[src/rtl/rank_sweep_sequencer_if.sv]
// Handshake bundle for rank_sweep_sequencer: load channel, tag channel and status.
// The master modport is the producer/consumer side; the slave modport is the sequencer.
interface rank_sweep_sequencer_if #(
  parameter int unsigned SIZE = 16,
  parameter int unsigned K    = 8
);
  localparam int unsigned AW = (SIZE > 1) ? $clog2(SIZE) : 1;
  localparam int unsigned KW = (K > 1) ? $clog2(K) : 1;

  logic          start;
  logic          in_valid;
  logic          in_ready;
  logic [AW-1:0] in_key;
  logic          out_valid;
  logic          out_ready;
  logic [KW-1:0] out_tag;
  logic [AW-1:0] out_key;
  logic          busy;
  logic          done;

  modport master (
    output start, in_valid, in_key, out_ready,
    input  in_ready, out_valid, out_tag, out_key, busy, done
  );

  modport slave (
    input  start, in_valid, in_key, out_ready,
    output in_ready, out_valid, out_tag, out_key, busy, done
  );
endinterface

[src/rtl/rank_sweep_sequencer.sv]
// Loads K keys, then sweeps a key pointer and emits matching load indices as a ranked stream.
// Define RANK_SWEEP_DESC_EN for a descending sweep (SIZE-1 down to 0); ties stay lowest index first.
module rank_sweep_sequencer #(
  parameter int unsigned SIZE = 16,
  parameter int unsigned K    = 8
) (
  input  logic                    clk,
  input  logic                    rst,
  rank_sweep_sequencer_if.slave   sif
);
  localparam int unsigned AW = (SIZE > 1) ? $clog2(SIZE) : 1;
  localparam int unsigned KW = (K > 1) ? $clog2(K) : 1;

  localparam logic [1:0] StIdle  = 2'd0;
  localparam logic [1:0] StLoad  = 2'd1;
  localparam logic [1:0] StSweep = 2'd2;
  localparam logic [1:0] StDone  = 2'd3;

`ifdef RANK_SWEEP_DESC_EN
  localparam logic [AW-1:0] NFirst = AW'(SIZE - 1);
  localparam logic [AW-1:0] NLast  = '0;
`else
  localparam logic [AW-1:0] NFirst = '0;
  localparam logic [AW-1:0] NLast  = AW'(SIZE - 1);
`endif

  logic [1:0]    r_state;
  logic [KW-1:0] r_cnt;
  logic [AW-1:0] r_n;
  logic [AW-1:0] r_key [K];
  logic [K-1:0]  r_pending;

  logic [K-1:0]  w_hit;
  logic [K-1:0]  w_tag_oh;
  logic [KW-1:0] w_tag;
  logic          w_any_hit;
  logic          w_in_sweep;
  logic          w_fire;
  logic          w_advance;
  logic [AW-1:0] w_n_next;

  always_comb begin
    w_hit = '0;
    for (int i = 0; i < int'(K); i++) begin
      w_hit[i] = r_pending[i] && (r_key[i] == r_n);
    end
  end

  // Scan from the top so the lowest set index is the one that sticks.
  always_comb begin
    w_tag    = '0;
    w_tag_oh = '0;
    for (int i = int'(K) - 1; i >= 0; i--) begin
      if (w_hit[i]) begin
        w_tag       = KW'(i);
        w_tag_oh    = '0;
        w_tag_oh[i] = 1'b1;
      end
    end
  end

  assign w_any_hit  = |w_hit;
  assign w_in_sweep = (r_state == StSweep);
  assign w_fire     = w_in_sweep && w_any_hit && sif.out_ready;
  // Move on when nothing matches, or when the tag just taken was the last match for this key.
  assign w_advance  = w_in_sweep &&
                      (!w_any_hit || (sif.out_ready && ((w_hit & ~w_tag_oh) == '0)));

`ifdef RANK_SWEEP_DESC_EN
  assign w_n_next = r_n - AW'(1);
`else
  assign w_n_next = r_n + AW'(1);
`endif

  always_ff @(posedge clk or posedge rst) begin
    if (rst) begin
      r_state   <= StIdle;
      r_cnt     <= '0;
      r_n       <= '0;
      r_pending <= '0;
      for (int i = 0; i < int'(K); i++) begin
        r_key[i] <= '0;
      end
    end else begin
      case (r_state)
        StIdle: begin
          if (sif.start) begin
            r_state   <= StLoad;
            r_cnt     <= '0;
            r_pending <= '0;
          end
        end
        StLoad: begin
          if (sif.in_valid) begin
            r_key[r_cnt]     <= sif.in_key;
            r_pending[r_cnt] <= 1'b1;
            if (r_cnt == KW'(K - 1)) begin
              r_state <= StSweep;
              r_cnt   <= '0;
              r_n     <= NFirst;
            end else begin
              r_cnt <= r_cnt + KW'(1);
            end
          end
        end
        StSweep: begin
          if (w_fire) begin
            r_pending[w_tag] <= 1'b0;
          end
          if (w_advance) begin
            if (r_n == NLast) begin
              r_state <= StDone;
            end else begin
              r_n <= w_n_next;
            end
          end
        end
        StDone: begin
          r_state <= StIdle;
        end
        default: begin
          r_state <= StIdle;
        end
      endcase
    end
  end

  assign sif.in_ready  = (r_state == StLoad) && !rst;
  assign sif.out_valid = w_in_sweep && w_any_hit && !rst;
  assign sif.out_tag   = (w_in_sweep && w_any_hit && !rst) ? w_tag : '0;
  assign sif.out_key   = (w_in_sweep && !rst) ? r_n : '0;
  assign sif.busy      = (r_state != StIdle) && !rst;
  assign sif.done      = (r_state == StDone) && !rst;

endmodule

[src/flat_wrapper.sv]
// flat-port wrapper written by rule: the top's interface ports become plain ports
module rank_sweep_sequencer_flat 
#(
  parameter int unsigned SIZE = 16,
  parameter int unsigned K    = 8
)
  (clk, rst, sif_start, sif_in_valid, sif_in_key, sif_out_ready, sif_in_ready, sif_out_valid, sif_out_tag, sif_out_key, sif_busy, sif_done);
  rank_sweep_sequencer_if #(.SIZE(SIZE), .K(K)) sif_i ();
  input  logic clk;
  input  logic rst;
  input wire logic [$bits(sif_i.start)-1:0] sif_start;
  input wire logic [$bits(sif_i.in_valid)-1:0] sif_in_valid;
  input wire logic [$bits(sif_i.in_key)-1:0] sif_in_key;
  input wire logic [$bits(sif_i.out_ready)-1:0] sif_out_ready;
  output wire logic [$bits(sif_i.in_ready)-1:0] sif_in_ready;
  output wire logic [$bits(sif_i.out_valid)-1:0] sif_out_valid;
  output wire logic [$bits(sif_i.out_tag)-1:0] sif_out_tag;
  output wire logic [$bits(sif_i.out_key)-1:0] sif_out_key;
  output wire logic [$bits(sif_i.busy)-1:0] sif_busy;
  output wire logic [$bits(sif_i.done)-1:0] sif_done;
  assign sif_i.start = sif_start;
  assign sif_i.in_valid = sif_in_valid;
  assign sif_i.in_key = sif_in_key;
  assign sif_i.out_ready = sif_out_ready;
  assign sif_in_ready = sif_i.in_ready;
  assign sif_out_valid = sif_i.out_valid;
  assign sif_out_tag = sif_i.out_tag;
  assign sif_out_key = sif_i.out_key;
  assign sif_busy = sif_i.busy;
  assign sif_done = sif_i.done;
  rank_sweep_sequencer #(.SIZE(SIZE), .K(K)) u_core (.clk(clk), .rst(rst), .sif(sif_i));
endmodule
[config.mk]
export PLATFORM = sky130hd
export DESIGN_NAME = rank_sweep_sequencer_flat
export DESIGN_NICKNAME = d
export VERILOG_FILES = /design/src/rtl/rank_sweep_sequencer_if.sv /design/src/rtl/rank_sweep_sequencer.sv /design/src/flat_wrapper.sv
export SDC_FILE = /design/constraint.sdc
export NUM_CORES = 1
export LEC_CHECK = 0
export CAP_MARGIN = 40
export CORE_ASPECT_RATIO = 1.5
export CORE_MARGIN = 3
export CORE_UTILIZATION = 55
export CTS_CLUSTER_DIAMETER = 100
export DETAILED_ROUTE_END_ITERATION = 12
export GPL_TIMING_DRIVEN = 0
export PLACE_DENSITY = 0.86
export SYNTH_ARGS = -nofsm -noshare
export SYNTH_HDL_FRONTEND = slang
export SYNTH_SLANG_ARGS = --single-unit
[constraint.sdc]
create_clock -name clk -period 9.65 [get_ports clk]
set_input_delay 2.895 -clock clk [delete_from_list [all_inputs] [get_ports clk]]
set_output_delay 2.895 -clock clk [all_outputs]
set_load 0.005 [all_outputs]
[Yosys cells after proc, flatten, opt, wreduce, memory -nomap -nowiden]
Index checks and enable logic that the tools add are counted.
Operators by class
  equality and inequality tests: 20
  bitwise gates (word level): 6
  add/sub/neg operators: 2
  reduce and logical (&&, ||, !) cells: 35
  order comparisons: 6
  muxes and demuxes: 44
Operator list (count)
  $mux W8: 11
  $mux W3: 12
  $bwmux W32: 1
  $eq A4 B4 Y1: 8
  $mux W4: 6
  $pmux W8 S3: 1
  $logic_and A1 B1 Y1: 20
  $and A8 B8 Y8: 2
  $not A8 Y8: 2
  $demux W4 S3: 1
  $ne A2 B2 Y1 const B: 6
  $mux W2: 5
  $reduce_and A5 Y1: 2
  $logic_not A8 Y1: 1
  $lt A3 B4 Y1 const B: 2
  $or A8 B8 Y8: 1
  $pmux W2 S4: 1
  $pmux W4 S2: 1
  $reduce_or A8 Y1: 1
  $demux W1 S3: 2
  $ge A3 B1 Y1 const B: 2
  $pmux W3 S2: 1
  $reduce_bool A2 Y1: 3
  $add A4 B1 Y4 const B: 1
  other kinds (17): 20
Storage, ports and cells
  bits in registers: 49
  output and inout port bits: 11
  bits of input ports: 9

[Depth between registers and ports, before layout]
Gate-level depths: netlist of run 1.
  word-level depth: 18
  mapped depth: 10

[Worst setup path after synthesis of run 1]
No wires, ideal clock.
  path kind: input -> output
  start point: input rst
  end point: output sif_out_tag[0]
  required time: 6.755 ns
  slack: 2.009 ns
  data arrival time: 4.746 ns
  stages on the path: 3
  path buffers: 0
  path through: inv_1 nand2_1 a2111oi_0
Between the ends
  longest elaborated chain between the ends: 3
RTL lines
  start, declared: RTL line flat_wrapper.sv:10  | input logic rst;
  $logic_not A1 Y1 (no source line)
  $logic_and A1 B1 Y1: RTL line rank_sweep_sequencer.sv:130  | assign sif.out_tag = (w_in_sweep && w_any_hit && !rst) ? w_tag : '0;
  $mux W3: RTL line rank_sweep_sequencer.sv:130
  end, declared: RTL line flat_wrapper.sv:17  | output wire logic [$bits(sif_i.out_tag)-1:0] sif_out_tag;
Every way passes these cells.

[Worst setup path in the final report of run 1]
Same ends and word-level chain as after synthesis.

==> impl_metrics.toml, run 1 <==
[synth]
synth_cell_types = 59
synth_area_um2 = 3150
synthesis.nets = 324
synthCells = 308
synth_top_cell_by_area = "dfrtp_1"
synth_common_cells = "dfrtp_1, mux2_2, nor2_1"
synth_edf_count = 0
synth_top_area_share_pct = 38.9
syn_avg_cell_area_um2 = 10.2
yosysMostFrequentCell = "dfrtp_1"
yosys_warnings = 0
synth.area.top_cells = "dfrtp_1, mux2_2, xor2_1"
ys.flop_type = "dfrtp_1"
synth-async-reset-ratio_pct = 100
synth-seq-area-share_pct = 38.9
synth_seq_cells = 49

[worst_setup_path]
end_kind = "output pin"
crit_path_frequent_cell = "clkdlybuf4s50_1"
cp_num_buf_inv = 4
crit_slowest_cell = "clkdlybuf4s50_1"
cp_top_family = "buffers and inverters"
worstPathRequired_ns = 6.76
path_cells = "clkdlybuf4s50_1 -> inv_2 -> buf_12 -> nand2_1 -> a2111oi_0 -> clkdlybuf4s50_1"
cp_max_fo = 36
startpoint_type = "input pin"
crit_type = "in -> out"
slowest_delay_ns = 0.61
cp.arrival_ns = 5.38

[route]
viasPerCell = 6.30
drt-wirelength-per-cell_um = 18.5
route.detailed.drc = 0
ant_nets = 0
dr.first_iter.drc_count = 260
finalWirelength_mm = 7.51
dr.pass1.iters = 5
vias = 2557

[cells_and_area]
fin_area_um2 = 3550
syn2layout_area_growth_pct = 12.5
final.fill_count = 424
layout-drive-gt1-share_pct = 22.0
nNetsFinal = 351
insertedDiodeCount = 0

[floorplanning]
num_rows = 33
core_region_area_um2 = 5490
die_h_um = 98.7
die-area_um2 = 6690
num_io_pins = 20
start_util_pct = 57.4
fp.dieW_um = 67.8

[pwr]
power.share.switching_pct = 42.9
p_clk_share_pct = 13.5
power_frac_comb_pct = 51.2
switching_power_uw = 403
p_int_uw = 536
leakagePower_uw = 0.00160
seq_power_share_pct = 35.2
peakVddDrop_mv = 0.121
power_density_nw_per_um2 = 265
finalPower_uw = 939

[sta]
setup_viol = 0
worst_pin_slew_ns = 0.649
relSlewSlack_pct = 56.4
period_share_pct = 85.7
final_max_slew_viol_count = 0
period_needed_ns = 8.27
tns_ns = 0
rsz0062_at_grt = "false"
skew_ns = 0.00611
finalHoldViolCount = 0
max_freq_mhz = 121

[place]
numPortBuffers = 19
placed_area_um2 = 3450
gp_congestion = 0.937
hpwlAfterDp_mm = 5.76

[run_status]
outcome = "complete, no violations"

[clocking]
clk_pin_slew_ns = 0.09
htree_levels = 2
cts_buffers = 5
cts.sink_count = 49
cts-resized-gates = 0
cts_root_buffer = "clkbuf_8"
clk_latency_ns = 0.30
postCtsSetupBuffers = 0
cts_tree = "yes"
hold_buffers = 0
cts.path.max_buffers = 2

[grt]
grt_pass1_vias = 2543
grt_max_degree = 37
antenna_found_initial = 0
grt_usage_pct = 23.8
overflow = 0
grt_pass1_wl_mm = 12.1

[worst_hold_path]
min_path_type = "reg -> reg"

[flow_run]
cap_violations = 0
==> kinds of logic after synthesis <==
kind of cell | count (synthesis) | synth area share [%]
simple gates | 102 | 19.8
compound gates | 62 | 14.1
flops | 49 | 38.9
mux | 35 | 12.5
xor+xnor | 26 | 7.23
buf+inv | 26 | 4.29
fa+ha+maj | 8 | 3.10
==> path summary, 6_finish.rpt <==
check	slack (ns)	cells after the start	end	startpoint
worst min register to register	0.53	1	u_core.r_key[30]	u_core.r_key[30]
min in group asynchronous	3.03	2	u_core.r_cnt[0]	rst
max in group asynchronous	6.10	3	u_core.r_pending[7]	rst
worst min-delay path	0.53	1	u_core.r_key[30]	u_core.r_key[30]
worst max register to register	6.86	8	u_core.r_state[1]	u_core.r_n[1]
worst max-delay path	1.38	6	sif_out_tag[0]	rst
==> registers in the layout, summed over array words and instances, names as in the netlist <==
| signal | count |
|---|---|
| u_core.r_cnt | 3 |
| u_core.r_key | 32 |
| u_core.r_pending | 8 |
| u_core.r_state | 2 |
| u_core.r_n | 4 |
==> final cells by class <==
type	instances	area [um2]	area share, %
multi-input combinational	233	1790	50.5
sequential	49	1230	34.6
timing repair buffer	20	210	5.93
buffer	15	91.3	2.58
tap	70	87.6	2.47
clock buffer	6	82.6	2.33
inverter	11	43.8	1.24
clock inverter	2	13.8	0.388
==> layer usage <==
| metal | vias up | GRT usage (%) | share of wire, % |
|---|---|---|---|
| li1 | 1174 | - | - |
| met1 | 1260 | 28.1 | 41 |
| met2 | 98 | 40.6 | 52 |
| met3 | 25 | 3.99 | 4.0 |
| met4 | 0 | 11.3 | 3.5 |
| met5 | - | 0 | 0 |
==> power by group through the flow <==
stage,Sequential (uW),Clock (uW),Combinational (uW)
floorplan,318,0,373
global placement,328,0,458
detailed placement,333,0,473
CTS,330,131,476
global route,338,136,526
finish,331,127,481
==> cells in the final DEF, fill, tap and decap left out, types with 5 or more instances in the layout <==
| cell | count |
|---|---|
| nand3_1 | 6 |
| o21ai_0 | 15 |
| ha_1 | 7 |
| clkbuf_1 | 9 |
| nor2b_1 | 6 |
| clkbuf_8 | 6 |
| and3_1 | 7 |
| clkdlybuf4s50_1 | 19 |
| nor2_1 | 23 |
| nand2b_1 | 9 |
| nor3_1 | 7 |
| inv_1 | 8 |
| xnor2_1 | 7 |
| o2111ai_1 | 5 |
| a21oi_1 | 11 |
| xor2_1 | 19 |
| a31oi_1 | 6 |
| nand2_1 | 22 |
| mux2_2 | 31 |
| dfrtp_1 | 49 |
==> through the flow <==
step | hold WS (ns) | worst slack, ns | util, % | std cells
after CTS | 0.537 | 1.39 | 64.6 | 406
after detailed placement | 0.517 | 1.38 | 62.8 | 398
after floorplan | 0.462 | 2.01 | - | 308
final | 0.533 | 1.38 | 64.6 | 406
after global routing | 0.548 | 1.19 | 64.6 | 406
after global placement | 0.499 | 0.272 | 62.5 | 397
Power figures use the tool's default switching activity.
==> run 2: changes to the inputs <==
--- a/config.mk
+++ b/config.mk
@@ -9,6 +9,7 @@
 export CORE_ASPECT_RATIO = 1.5
 export CORE_MARGIN = 3
 export CORE_UTILIZATION = 55
+export CTS_BUF_LIST = sky130_fd_sc_hd__clkbuf_8
 export CTS_CLUSTER_DIAMETER = 100
 export DETAILED_ROUTE_END_ITERATION = 12
 export GPL_TIMING_DRIVEN = 0
==> results of run 2 <==
Same layout as run 1: the final DEF is identical, and so are final timing and power.
==> run 3: changes to the inputs <==
--- a/config.mk
+++ b/config.mk
@@ -13,7 +13,8 @@
 export CTS_CLUSTER_DIAMETER = 100
 export DETAILED_ROUTE_END_ITERATION = 12
 export GPL_TIMING_DRIVEN = 0
-export PLACE_DENSITY = 0.86
+export HOLD_SLACK_MARGIN = 0.15
+export PLACE_DENSITY = 0.82
 export SYNTH_ARGS = -nofsm -noshare
 export SYNTH_HDL_FRONTEND = slang
 export SYNTH_SLANG_ARGS = --single-unit
==> impl_metrics.toml, run 3 (synthesis results as in run 1) <==
[pwr]
power_density_nw_per_um2 = 264
p_clk_share_pct = 13.2
leakagePower_uw = 0.00159
p_int_uw = 535
power_frac_comb_pct = 51.7
seq_power_share_pct = 35.2
peakVddDrop_mv = 0.110
power.share.switching_pct = 42.9
switching_power_uw = 401

[cells_and_area]
fin_area_um2 = 3540
insertedDiodeCount = 0
layout_commonest_cell = "dfrtp_1"
layout-drive-gt1-share_pct = 21.8
syn2layout_area_growth_pct = 12.3
mostFrequentLayoutCells = "dfrtp_1, mux2_2, nor2_1"
largest_reg_flops = 32
final.fill_count = 442
reg.largest.list = "u_core.r_key (32), u_core.r_pending (8), u_core.r_n (4)"
nNetsFinal = 351
regMostFlops = "u_core.r_key"

[route]
vias = 2561
dr.pass1.iters = 4
viasPerCell = 6.32
dr.first_iter.drc_count = 203
finalWirelength_mm = 7.56
drt-wirelength-per-cell_um = 18.7
ant_nets = 0
route.detailed.drc = 0

[clocking]
cts_root_buffer = "clkbuf_8"
cts.path.max_buffers = 2
hold_buffers = 0
cts.sink_count = 49
clk_latency_ns = 0.30
postCtsSetupBuffers = 0
cts_tree = "yes"
clk_pin_slew_ns = 0.08
cts_buffers = 5
htree_levels = 2
cts-resized-gates = 0

[worst_setup_path]
end_kind = "output pin"
cp.arrival_ns = 5.24
crit_type = "in -> out"
cp_max_fo = 30
worstPathRequired_ns = 6.76
startpoint_type = "input pin"

[floorplanning]
die_h_um = 98.7
die-area_um2 = 6690
core_region_area_um2 = 5490
fp.dieW_um = 67.8
num_io_pins = 20
start_util_pct = 57.4
num_rows = 33

[place]
gp_congestion = 0.950
pre_cts_ws_ns = 1.47
placed_area_um2 = 3450
hpwlAfterDp_mm = 5.68
numPortBuffers = 19

[worst_hold_path]
min_path_type = "reg -> reg"

[sta]
rsz0062_at_grt = "false"
skew_ns = 0.0131
finalHoldViolCount = 0
final.setup.worst_slack_ns = 1.52
tns_ns = 0
period_needed_ns = 8.13
fin_hold_ws_ns = 0.531
worst_pin_slew_ns = 0.659
relSlewSlack_pct = 55.7
max_freq_mhz = 123
period_share_pct = 84.2
final_max_slew_viol_count = 0
setup_viol = 0

[grt]
grt_max_degree = 31
antenna_found_initial = 0
grt_pass1_vias = 2590
overflow = 0
grt_usage_pct = 25.0
grt_pass1_wl_mm = 12.7

[flow_run]
cap_violations = 0

[run_status]
outcome = "complete, no violations"
[run 3: cell count changes in the layout (fill, tap and decap cells not counted)]
cell	before	now
clkinv_4	1	0
clkinv_2	1	0
clkinvlp_4	0	1
[run 3: final cells by class]
type / instances / area (um2) / area share, %
sequential: 49 / 1230 / 34.6
tap: 70 / 87.6 / 2.47
inverter: 11 / 43.8 / 1.24
buffer: 15 / 91.3 / 2.58
multi-input combinational: 233 / 1790 / 50.6
clock inverter: 1 / 7.51 / 0.212
clock buffer: 6 / 82.6 / 2.33
timing repair buffer: 20 / 210 / 5.94
[run 3: worst paths after layout]
path / from / to / slack, ns / cells after the start
setup / recovery: rst / sif_out_tag[0] / 1.52 / 6
hold / removal: u_core.r_key[25] / u_core.r_key[25] / 0.53 / 1
setup reg to reg: u_core.r_n[1] / u_core.r_n[3] / 6.85 / 8
hold reg to reg: u_core.r_key[25] / u_core.r_key[25] / 0.53 / 1
max in group asynchronous: rst / u_core.r_key[3] / 6.04 / 3
min in group asynchronous: rst / u_core.r_cnt[0] / 3.07 / 2
[run 3: layer usage]
metal / GRT usage [%] / routed length, um / up-vias
met3: 3.53 / 318 / 33
met1: 29.5 / 2950 / 1267
met4: 11.2 / 334 / 0
met2: 43.7 / 3950 / 95
met5: 0 / 0 / -
li1: - / - / 1166
[run 3: critical path, stage by stage]
cell and delay (ns):
clkdlybuf4s50_1 0.50, inv_2 0.43, buf_12 0.27, nand2_1 0.15, a2111oi_0 0.39, clkdlybuf4s50_1 0.59
[run 3: power by group through the flow]
stage | clock network (uW) | registers [uW] | logic, uW
after floorplan | 0 | 318 | 373
after global placement | 0 | 329 | 460
after detailed placement | 0 | 333 | 474
after CTS | 125 | 329 | 478
after global routing | 133 | 339 | 532
final | 123 | 329 | 483
[run 3: metrics by stage]
stage                     total power (uW)  util, %  cells
final                                  936     64.5    405
after global routing                  1000     64.5    405
after CTS                              932     64.5    405
after global placement                 789     62.5    397
after floorplan                        690        -    308
after detailed placement               807     62.8    398
